`config.mk`:
```
export PLATFORM = sky130hd
export DESIGN_NAME = lsu_wb
export DESIGN_NICKNAME = d
export VERILOG_FILES = /design/src/rtl/lsu_wb_pkg.sv /design/src/rtl/lsu_align.sv /design/src/rtl/lsu_wb.sv
export SDC_FILE = /design/constraint.sdc
export NUM_CORES = 1
export LEC_CHECK = 0
export CAP_MARGIN = 10
export CELL_PAD_IN_SITES_DETAIL_PLACEMENT = 2
export CELL_PAD_IN_SITES_GLOBAL_PLACEMENT = 2
export CORE_ASPECT_RATIO = 1.2
export CORE_UTILIZATION = 27
export DETAILED_ROUTE_END_ITERATION = 10
export PLACE_DENSITY_LB_ADDON = 0.08
export SLEW_MARGIN = 5
export SYNTH_ARGS = -nofsm -noshare
export SYNTH_HDL_FRONTEND = slang
export SYNTH_HIERARCHICAL = 1
export SYNTH_SLANG_ARGS = --single-unit
```
`constraint.sdc`:
```
create_clock -name clk -period 3.8 [get_ports clk]
set_clock_uncertainty 0.1 [all_clocks]
set_input_delay 0.76 -clock clk [delete_from_list [all_inputs] [get_ports clk]]
set_output_delay 0.76 -clock clk [all_outputs]
set_load 0.05 [all_outputs]
```
`src/rtl/lsu_wb_pkg.sv`:
```
// Shared types and constants for the load/store unit: FSM states, RV32I width codes,
// the zero word and the misalignment predicate used when trapping is compiled in.
// No logic of its own; imported by lsu_align and lsu_wb.
package lsu_wb_pkg;

   typedef enum logic [1:0] {
      S_IDLE   = 2'd0,
      S_REQ    = 2'd1,
      S_WAIT_R = 2'd2,
      S_WB     = 2'd3
   } lsu_state_t;

   localparam logic [2:0] F3_B  = 3'b000;
   localparam logic [2:0] F3_H  = 3'b001;
   localparam logic [2:0] F3_W  = 3'b010;
   localparam logic [2:0] F3_BU = 3'b100;
   localparam logic [2:0] F3_HU = 3'b101;

   localparam logic [31:0] ZERO_WORD = 32'h0000_0000;

   // Halfwords need addr[0]==0, words need addr[1:0]==0; bytes are always aligned.
   function automatic logic misaligned(input logic [2:0] f3, input logic [1:0] a);
      return ((f3[1:0] == 2'b01) && a[0]) || ((f3[1:0] == 2'b10) && (a != 2'b00));
   endfunction

endpackage

```
`src/rtl/lsu_align.sv`:
```
// Byte-lane steering: store strobes and replicated write data, load lane extract and extend.
// Latency: purely combinational, zero cycles.
// Backpressure: none; outputs follow inputs.
module lsu_align
   import lsu_wb_pkg::*;
(
   input  logic [2:0]  funct3,
   input  logic [1:0]  lane,
   input  logic [31:0] st_data,
   input  logic [31:0] rdata,
   output logic [3:0]  wstrb,
   output logic [31:0] wdata,
   output logic [31:0] ld_data
);

   logic [7:0]  byte_sel;
   logic [15:0] half_sel;

   always_comb begin
      byte_sel = rdata[7:0];
      case (lane)
         2'd0: byte_sel = rdata[7:0];
         2'd1: byte_sel = rdata[15:8];
         2'd2: byte_sel = rdata[23:16];
         2'd3: byte_sel = rdata[31:24];
         default: byte_sel = rdata[7:0];
      endcase
      half_sel = lane[1] ? rdata[31:16] : rdata[15:0];

      // Byte/halfword data is replicated so every strobed lane sees the right bits.
      case (funct3[1:0])
         2'b00: begin
            wstrb = 4'b0001 << lane;
            wdata = {4{st_data[7:0]}};
         end
         2'b01: begin
            wstrb = 4'b0011 << {lane[1], 1'b0};
            wdata = {2{st_data[15:0]}};
         end
         default: begin
            wstrb = 4'b1111;
            wdata = st_data;
         end
      endcase

      case (funct3)
         F3_B:    ld_data = {{24{byte_sel[7]}}, byte_sel};
         F3_H:    ld_data = {{16{half_sel[15]}}, half_sel};
         F3_W:    ld_data = rdata;
         F3_BU:   ld_data = {24'd0, byte_sel};
         F3_HU:   ld_data = {16'd0, half_sel};
         default: ld_data = rdata;
      endcase
   end

endmodule

```
`src/rtl/lsu_wb.sv`:
```
// Single-outstanding load/store unit with register-file writeback; LSU_MISALIGN_TRAP_EN adds misalignment traps.
// Latency: load accept to reg_write >= 3 cycles; store retires the cycle after mem_gnt.
// Backpressure: ex_ready only in IDLE; request held stable until mem_gnt, aborted after TIMEOUT_CYCLES.
module lsu_wb
   import lsu_wb_pkg::*;
#(
   parameter int TIMEOUT_CYCLES = 255
)(
   input  logic        clk,
   input  logic        reset_n,
   input  logic        ex_valid,
   output logic        ex_ready,
   input  logic        ex_load,
   input  logic        ex_store,
   input  logic [2:0]  ex_funct3,
   input  logic [31:0] ex_addr,
   input  logic [31:0] ex_store_data,
   input  logic [4:0]  ex_rd,
   output logic        mem_req,
   output logic        mem_we,
   output logic [31:0] mem_addr,
   output logic [3:0]  mem_wstrb,
   output logic [31:0] mem_wdata,
   input  logic        mem_gnt,
   input  logic        mem_rvalid,
   input  logic [31:0] mem_rdata,
   output logic        reg_write,
   output logic [4:0]  rd,
   output logic [31:0] data_write,
   output logic        bus_err
);

   localparam int CW = (TIMEOUT_CYCLES > 1) ? $clog2(TIMEOUT_CYCLES + 1) : 1;

   lsu_state_t    state_q, state_d;
   logic [CW-1:0] cnt_q;
   logic [2:0]    f3_q;
   logic [31:0]   addr_q;
   logic [31:0]   dat_q;
   logic [4:0]    rd_q;
   logic          is_load_q;
   logic          bus_err_q;

   logic          accept_op, ld_capture, timeout, trap, timeout_hit;
   logic [3:0]    al_wstrb;
   logic [31:0]   al_wdata, al_ld_data;

   lsu_align u_align (
      .funct3  (f3_q),
      .lane    (addr_q[1:0]),
      .st_data (dat_q),
      .rdata   (mem_rdata),
      .wstrb   (al_wstrb),
      .wdata   (al_wdata),
      .ld_data (al_ld_data)
   );

   assign timeout_hit = (TIMEOUT_CYCLES != 0) && (cnt_q == CW'(TIMEOUT_CYCLES - 1));

   always_comb begin
      state_d    = state_q;
      ex_ready   = 1'b0;
      mem_req    = 1'b0;
      reg_write  = 1'b0;
      accept_op  = 1'b0;
      ld_capture = 1'b0;
      timeout    = 1'b0;
      trap       = 1'b0;
      case (state_q)
         S_IDLE: begin
            ex_ready = 1'b1;
            if (ex_valid && (ex_load ^ ex_store)) begin
               accept_op = 1'b1;
`ifdef LSU_MISALIGN_TRAP_EN
               if (misaligned(ex_funct3, ex_addr[1:0])) trap = 1'b1;
               else                                     state_d = S_REQ;
`else
               state_d = S_REQ;
`endif
            end
         end
         S_REQ: begin
            mem_req = 1'b1;
            if (mem_gnt)          state_d = is_load_q ? S_WAIT_R : S_IDLE;
            else if (timeout_hit) begin
               timeout = 1'b1;
               state_d = S_IDLE;
            end
         end
         S_WAIT_R: begin
            // Read data arriving alongside the grant was seen in S_REQ and is dropped.
            if (mem_rvalid) begin
               ld_capture = 1'b1;
               state_d    = S_WB;
            end else if (timeout_hit) begin
               timeout = 1'b1;
               state_d = S_IDLE;
            end
         end
         S_WB: begin
            reg_write = (rd_q != 5'd0);
            state_d   = S_IDLE;
         end
         default: state_d = S_IDLE;
      endcase
   end

   always_ff @(posedge clk or negedge reset_n) begin
      if (!reset_n) begin
         state_q   <= S_IDLE;
         cnt_q     <= '0;
         f3_q      <= 3'd0;
         addr_q    <= ZERO_WORD;
         dat_q     <= ZERO_WORD;
         rd_q      <= 5'd0;
         is_load_q <= 1'b0;
         bus_err_q <= 1'b0;
      end else begin
         state_q   <= state_d;
         bus_err_q <= timeout | trap;
         // Counter restarts on every state change, so each REQ/WAIT_R dwell is timed separately.
         if (state_d != state_q)                          cnt_q <= '0;
         else if (state_q == S_REQ || state_q == S_WAIT_R) cnt_q <= cnt_q + CW'(1);
         if (accept_op) begin
            f3_q      <= ex_funct3;
            addr_q    <= ex_addr;
            dat_q     <= ex_store_data;
            rd_q      <= ex_rd;
            is_load_q <= ex_load;
         end else if (ld_capture) begin
            dat_q <= al_ld_data;
         end
      end
   end

   assign mem_we     = mem_req && !is_load_q;
   assign mem_addr   = mem_req ? {addr_q[31:2], 2'b00} : ZERO_WORD;
   assign mem_wstrb  = mem_we ? al_wstrb : 4'b0000;
   assign mem_wdata  = mem_we ? al_wdata : ZERO_WORD;
   assign rd         = (state_q == S_WB) ? rd_q : 5'd0;
   assign data_write = (state_q == S_WB) ? dat_q : ZERO_WORD;
   assign bus_err    = bus_err_q;

endmodule

```
==> results of run 1 <==
-- per-layer routing --
layer,track usage [%],up-vias,wire length [um]
met3,5.43,22,1260
met1,23.4,2485,8540
met4,5.49,2,336
li1,-,2350,-
met5,0,-,10
met2,38.9,153,11500
-- worst register-to-register path, stage by stage (launching register included) --
cell     delay, ns
dfrtp_1       0.69
buf_4         0.34
or3b_1        0.18
o22ai_2       0.09
o21ai_2       0.42
buf_4         0.27
nand2_1       0.07
mux2i_1       0.11
o21ai_0       0.11
-- cells in the mapped netlist (all sizes together), types with 2 or more instances --
cell type / instances
a32oi: 2
and2b: 2
mux2i: 44
nor2b: 11
nand2: 82
a21oi: 7
nand2b: 4
a221o: 8
nor2: 15
xor2: 5
nand3: 2
ha: 6
mux2: 56
nand4: 3
a2bb2oi: 8
xnor2: 3
clkbuf: 18
o21ai: 46
and3: 3
o22a: 8
buf: 36
dfrtp: 84
and2: 103
inv: 7
a21o: 5
-- flip-flops by register name, summed over array words and instances, names as in the netlist --
name / count
is_load_q: 1
f3_q: 3
cnt_q: 8
bus_err: 1
addr_q: 32
dat_q: 32
rd_q: 5
state_q: 2
-- path summary, 6_finish.rpt --
check / end / slack (ns) / cells after the start
worst max-delay path: mem_wdata[7] / 0.42 / 7
worst min-delay path: dat_q[0] / 0.29 / 1
worst max register to register: dat_q[22] / 1.31 / 8
worst min register to register: addr_q[4] / 0.40 / 1
max in group asynchronous: dat_q[29] / 2.58 / 2
min in group clk: addr_q[4] / 0.40 / 1
-- where the power goes --
| part | leakage [nW] | switching, mW | internal, mW |
|---|---|---|---|
| logic | 2.53 | 2.53 | 1.85 |
| registers | 1.03 | 0.424 | 1.31 |
| clock network | 0.150 | 0.427 | 0.522 |
-- placed cells by master (no fill, tap or decap), types with 3 or more instances in the layout --
cell type and n:
xor2_1 5, buf_12 38, nor2_1 14, o21ai_1 13, buf_4 14, mux2i_1 44
a21o_1 5, ha_1 6, nand2_1 81, a21oi_1 7, nor2b_1 10, a221o_1 8
o22a_1 8, clkbuf_16 9, dfrtp_1 83, and2_1 103, o21ai_0 32, xnor2_1 3
clkdlybuf4s50_1 180, nand2b_1 4, a2bb2oi_1 8, nand4_1 3, mux2_2 56, inv_1 7
-- layout make-up --
cell class	instances	area, um2
well taps	265	332
fillers	2141	11700
clock buffers	9	225
clock inverters	7	82.6
repair buffers	232	2670
multi-input cells	440	3080
flip-flops and latches	84	2100
inverters	7	26.3
-- cells by family after synthesis --
kind of cell,after synthesis
simple gates,230
mux,100
compound gates,94
flops,84
buf+inv,61
xor+xnor,8
fa+ha+maj,6
other cells,1
-- stage by stage --
step / cells / hold WS (ns) / util [%] / area (um2)
after floorplan: 585 / 0.364 / - / 5540
after global placement: 1028 / 0.381 / 40.7 / 8210
after detailed placement: 1028 / 0.389 / 40.7 / 8210
after CTS: 1044 / 0.323 / 42.2 / 8520
after global routing: 1044 / 0.340 / 42.2 / 8520
final: 1044 / 0.291 / 42.2 / 8520
==> results.yml, run 1 <==
setup_path:
  cp-end-kind: "output port"
  critPathSlowestCell: "nor2b_2"
  path_class: "flop to output port"
  crit_top_cell: "buf_12"
  crit_buf_inv: 4
  cp_cell_sequence: "inv_1 -> ha_1 -> buf_4 -> nor2b_2 -> buf_12 -> and2_1 -> buf_12"
  critPathLaunch: "state_q[1]"
  cp_top_family: "buffers and inverters"
  crit_required_ns: 2.94
  crit_arrival_ns: 2.52
  cp_max_fo: 35
  start_kind: "flop"
  crit_path_max_incr_delay_ns: 0.48
  r2r-start: "f3_q[0]"
timing:
  setup_viol: 0
  hold_viol_final: 0
  worst_pin_slew_ns: 0.693
  finalCritPeriodShare_pct: 88.9
  rsz0062_at_grt: "no"
  clock.fmax_ghz: 0.296
  setup_tns_ns: 0
  slew_violations: 0
  setup_ws_ns: 0.423
  post-route-min-period_ns: 3.38
  maxSlewHeadroom_pct: 53.6
floorplanning:
  rows: 57
  coreArea_um2: 20200
  die_x_um: 133
  die_h_um: 159
  dieArea_um2: 21100
  start_util_pct: 27.4
  ios: 221
cts:
  path_clk_slew_ns: 0.07
  htreeDepth: 3
  cts.sinks: 84
  cts_buffers: 9
  cts_tree: "yes"
  ctsResizeCount: 0
  cts_setup_buffers: 0
  cts_max_path_buffers: 2
  hold_buffers: 0
  cts_root_buf: "clkbuf_16"
  clk_latency_ns: 0.35
drt:
  wl_per_cell_um: 20.8
  via_per_inst: 4.80
  drc_errors: 0
  ant_nets: 0
  dr.pass1.iters: 4
  vias: 5012
  drt_iter0_markers: 119
  totalWireLength_um: 21700
synthesis:
  synth_edf_count: 0
  synth_top_cell_area_share_pct: 38.0
  ys.warnings.count: 6
  synth_top_flop_cell: "dfrtp_1"
  netlist-cell-type-count: 48
  synthArstFlopShare_pct: 100
  ys_seq_elements: 84
  synth_top_family_by_area: "simple AND/OR/NAND/NOR gates"
  yosys.area.top_type: "dfrtp_1"
  synth_compound_area_share_pct: 11.6
  ys_top_cells_by_area: "dfrtp_1, and2_1, mux2_2, mux2i_1, nand2_1"
  yosys.area_share.simple_pct: 21.8
  syn-mean-instance-area_um2: 9.48
  muxShareOfSynthArea_pct: 19.3
  syn_inst: 584
  syn_area_um2: 5540
  yosys.area_share.adder_pct: 1.36
  synth_seq_area_share_pct: 38.0
  synth_xor_area_share_pct: 1.27
power_and_ir_drop:
  leakagePower_nw: 3.71
  ir_drop_v: 0.000346
  power.density_nw_per_um2: 829
  finalPower_mw: 7.06
grt:
  grt_overflow: 0
  grt_pass1_vias: 5765
  grt_start_max_net_pins: 46
  grt_antenna_before_repair: 1
  grt.total_usage_pct: 21.0
  grt_pass1_wl_um: 33600
final_layout:
  area_delta_synth_final_pct: 53.8
  nNetsFinal: 891
  drive_gt1_share_pct: 17.1
  n_antenna_cell: 0
outcome:
  status: "finished, final reports clean"
run:
  maxCapViolations: 0
placed_design:
  pre_cts_ws_ns: 0.783
  portBuffers: 218
  dpl.hpwl_um: 16700
  gp_congestion: 0.794
min_path:
  holdCritPathClass: "primary input to async pin"
Power figures use the tool's default switching activity.
==> run 2: changes to the inputs <==
--- a/config.mk
+++ b/config.mk
@@ -9,7 +9,7 @@
 export CELL_PAD_IN_SITES_DETAIL_PLACEMENT = 2
 export CELL_PAD_IN_SITES_GLOBAL_PLACEMENT = 2
 export CORE_ASPECT_RATIO = 1.2
-export CORE_UTILIZATION = 27
+export CORE_UTILIZATION = 25
 export DETAILED_ROUTE_END_ITERATION = 10
 export PLACE_DENSITY_LB_ADDON = 0.08
 export SLEW_MARGIN = 5
==> constraint.sdc (replaced) <==
create_clock -name clk -period 3.2 [get_ports clk]
set_clock_uncertainty 0.1 [all_clocks]
set_input_delay 0.64 -clock clk [delete_from_list [all_inputs] [get_ports clk]]
set_output_delay 0.64 -clock clk [all_outputs]
set_load 0.05 [all_outputs]
==> run 2 against run 1 <==
  * Utilization fell by 1.3 points
  * Non-clock buffer count rose by 1
  * Total power rose by 23%
  * Worst hold slack got worse by 0.036 ns
  * Cell count rose by 0.96%
  * Critical path depth fell by 4
  * First-iteration DRC count rose by 7.6%
  * Sequential power rose by 21%
==> results.yml, run 2 (same netlist as run 1, synthesis figures left out) <==
cts:
  cts_buffers: 9
  hold_buffers: 0
  ctsResizeCount: 0
  cts.sinks: 84
  clk_latency_ns: 0.35
  cts_setup_buffers: 0
  path_clk_slew_ns: 0.07
  cts_root_buf: "clkbuf_16"
  cts_max_path_buffers: 2
  htreeDepth: 3
  cts_tree: "yes"
placed_design:
  dpl.hpwl_um: 16800
  portBuffers: 218
  gp_congestion: 0.795
  dp.cells: 1038
final_layout:
  n_antenna_cell: 0
  multiInputGateArea_um2: 3080
  fillers: 2324
  final_common_cell: "clkdlybuf4s50_1"
  fin_cells: 1054
  reg_top3: "addr_q x32, dat_q x32, cnt_q x8"
  final_cell_mix: "clkdlybuf4s50_1, and2_1, dfrtp_1, nand2_1, buf_12"
  fin_util_pct: 40.9
  register_area_um2: 2100
  nNetsFinal: 892
  drive_gt1_share_pct: 26.0
  area_delta_synth_final_pct: 60.4
power_and_ir_drop:
  power_frac_clock_pct: 13.5
  switching_share_pct: 46.4
  pwr-share-seq_pct: 24.3
  internal_power_mw: 4.63
  ir_drop_v: 0.000397
  combPwrFrac_pct: 62.2
  finalPower_mw: 8.65
  power.density_nw_per_um2: 975
  p_sw_mw: 4.02
  leakagePower_nw: 3.97
floorplanning:
  coreArea_um2: 21700
  ios: 221
  rows: 59
  dieArea_um2: 22700
  start_util_pct: 25.5
  die_x_um: 138
  die_h_um: 165
drt:
  totalWireLength_um: 21600
  vias: 5013
  drt_iter0_markers: 128
  via_per_inst: 4.76
  dr.pass1.iters: 4
  ant_nets: 0
  wl_per_cell_um: 20.5
  drc_errors: 0
timing:
  finalCritPeriodShare_pct: 92.2
  slew_violations: 0
  worst_pin_slew_ns: 0.787
  hold_viol_final: 0
  maxSlewHeadroom_pct: 47.5
  setup_viol: 0
  post-route-min-period_ns: 2.95
  clock.fmax_ghz: 0.339
  rsz0062_at_grt: "no"
  setup_tns_ns: 0
min_path:
  holdCritPathClass: "primary input to async pin"
setup_path:
  cp-end-kind: "output port"
  reg2regPathDepth: 7
  start_kind: "flop"
  crit_arrival_ns: 2.21
  reg2reg_to: "dat_q[11]"
  r2r_slack_ns: 0.74
  r2r-start: "f3_q[0]"
  path_class: "flop to output port"
  cp_max_fo: 10
  crit_required_ns: 2.46
grt:
  grt_pass1_wl_um: 33200
  grt_overflow: 0
  grt_pass1_vias: 5752
  grt_start_max_net_pins: 65
  grt_antenna_before_repair: 0
  grt.total_usage_pct: 19.7
outcome:
  status: "finished, final reports clean"
run:
  maxCapViolations: 0
run 2: cell types whose count changed in the layout (fill, tap and decap cells not counted):
cell / before / now
inv_8: 2 / 0
buf_12: 38 / 78
clkinvlp_4: 1 / 2
inv_6: 1 / 2
buf_4: 14 / 44
clkdlybuf4s50_1: 180 / 111
clkinv_4: 1 / 0
bufinv_16: 1 / 2
run 2: worst max-delay path, stage by stage, from the launching register on:
cell	delay, ns
dfrtp_1	0.45
inv_1	0.14
ha_1	0.38
clkdlybuf4s50_1	0.88
run 2: final cells by class:
class / count / share of cell area, %
well taps: 274 / 3.86
multi-input cells: 440 / 34.7
flip-flops and latches: 84 / 23.7
clock buffers: 9 / 2.54
clock inverters: 7 / 1.10
inverters: 7 / 0.296
repair buffers: 233 / 33.8
run 2: worst max path at each step:
stage / end / slack [ns] / depth (start not counted) / start
after global routing: ex_ready / 0.15 / 3 / state_q[1]
after CTS: ex_ready / 0.23 / 3 / state_q[1]
after floorplan: mem_wdata[22] / 0.16 / 6 / state_q[1]
after global placement: dat_q[22] / 0.62 / 7 / ex_load
after detailed placement: dat_q[6] / 0.53 / 6 / ex_load
final: ex_ready / 0.25 / 3 / state_q[1]
run 2: metal layers:
metal | GRT usage (%) | part of all wire (%) | vias up
met5 | 0 | 0 | -
met4 | 7.07 | 2.4 | 0
met3 | 4.27 | 5.3 | 24
met2 | 36.3 | 53 | 148
met1 | 21.9 | 39 | 2487
li1 | - | - | 2354
run 2: stage by stage:
stage	area [um2]	hold WS (ns)	setup WS (ns)
finish	8880	0.255	0.251
global route	8880	0.304	0.150
CTS	8880	0.285	0.228
detailed placement	8560	0.392	0.529
global placement	8560	0.382	0.623
floorplan	5540	0.244	0.164
run 2: power by group through the flow:
| stage | sequential [mW] | clock, mW | combinational, mW |
|---|---|---|---|
| after floorplan | 1.83 | 0 | 3.56 |
| after global placement | 2.10 | 0 | 5.34 |
| after detailed placement | 2.14 | 0 | 5.47 |
| after CTS | 2.12 | 1.20 | 5.49 |
| after global routing | 2.19 | 1.24 | 5.75 |
| final | 2.10 | 1.17 | 5.38 |
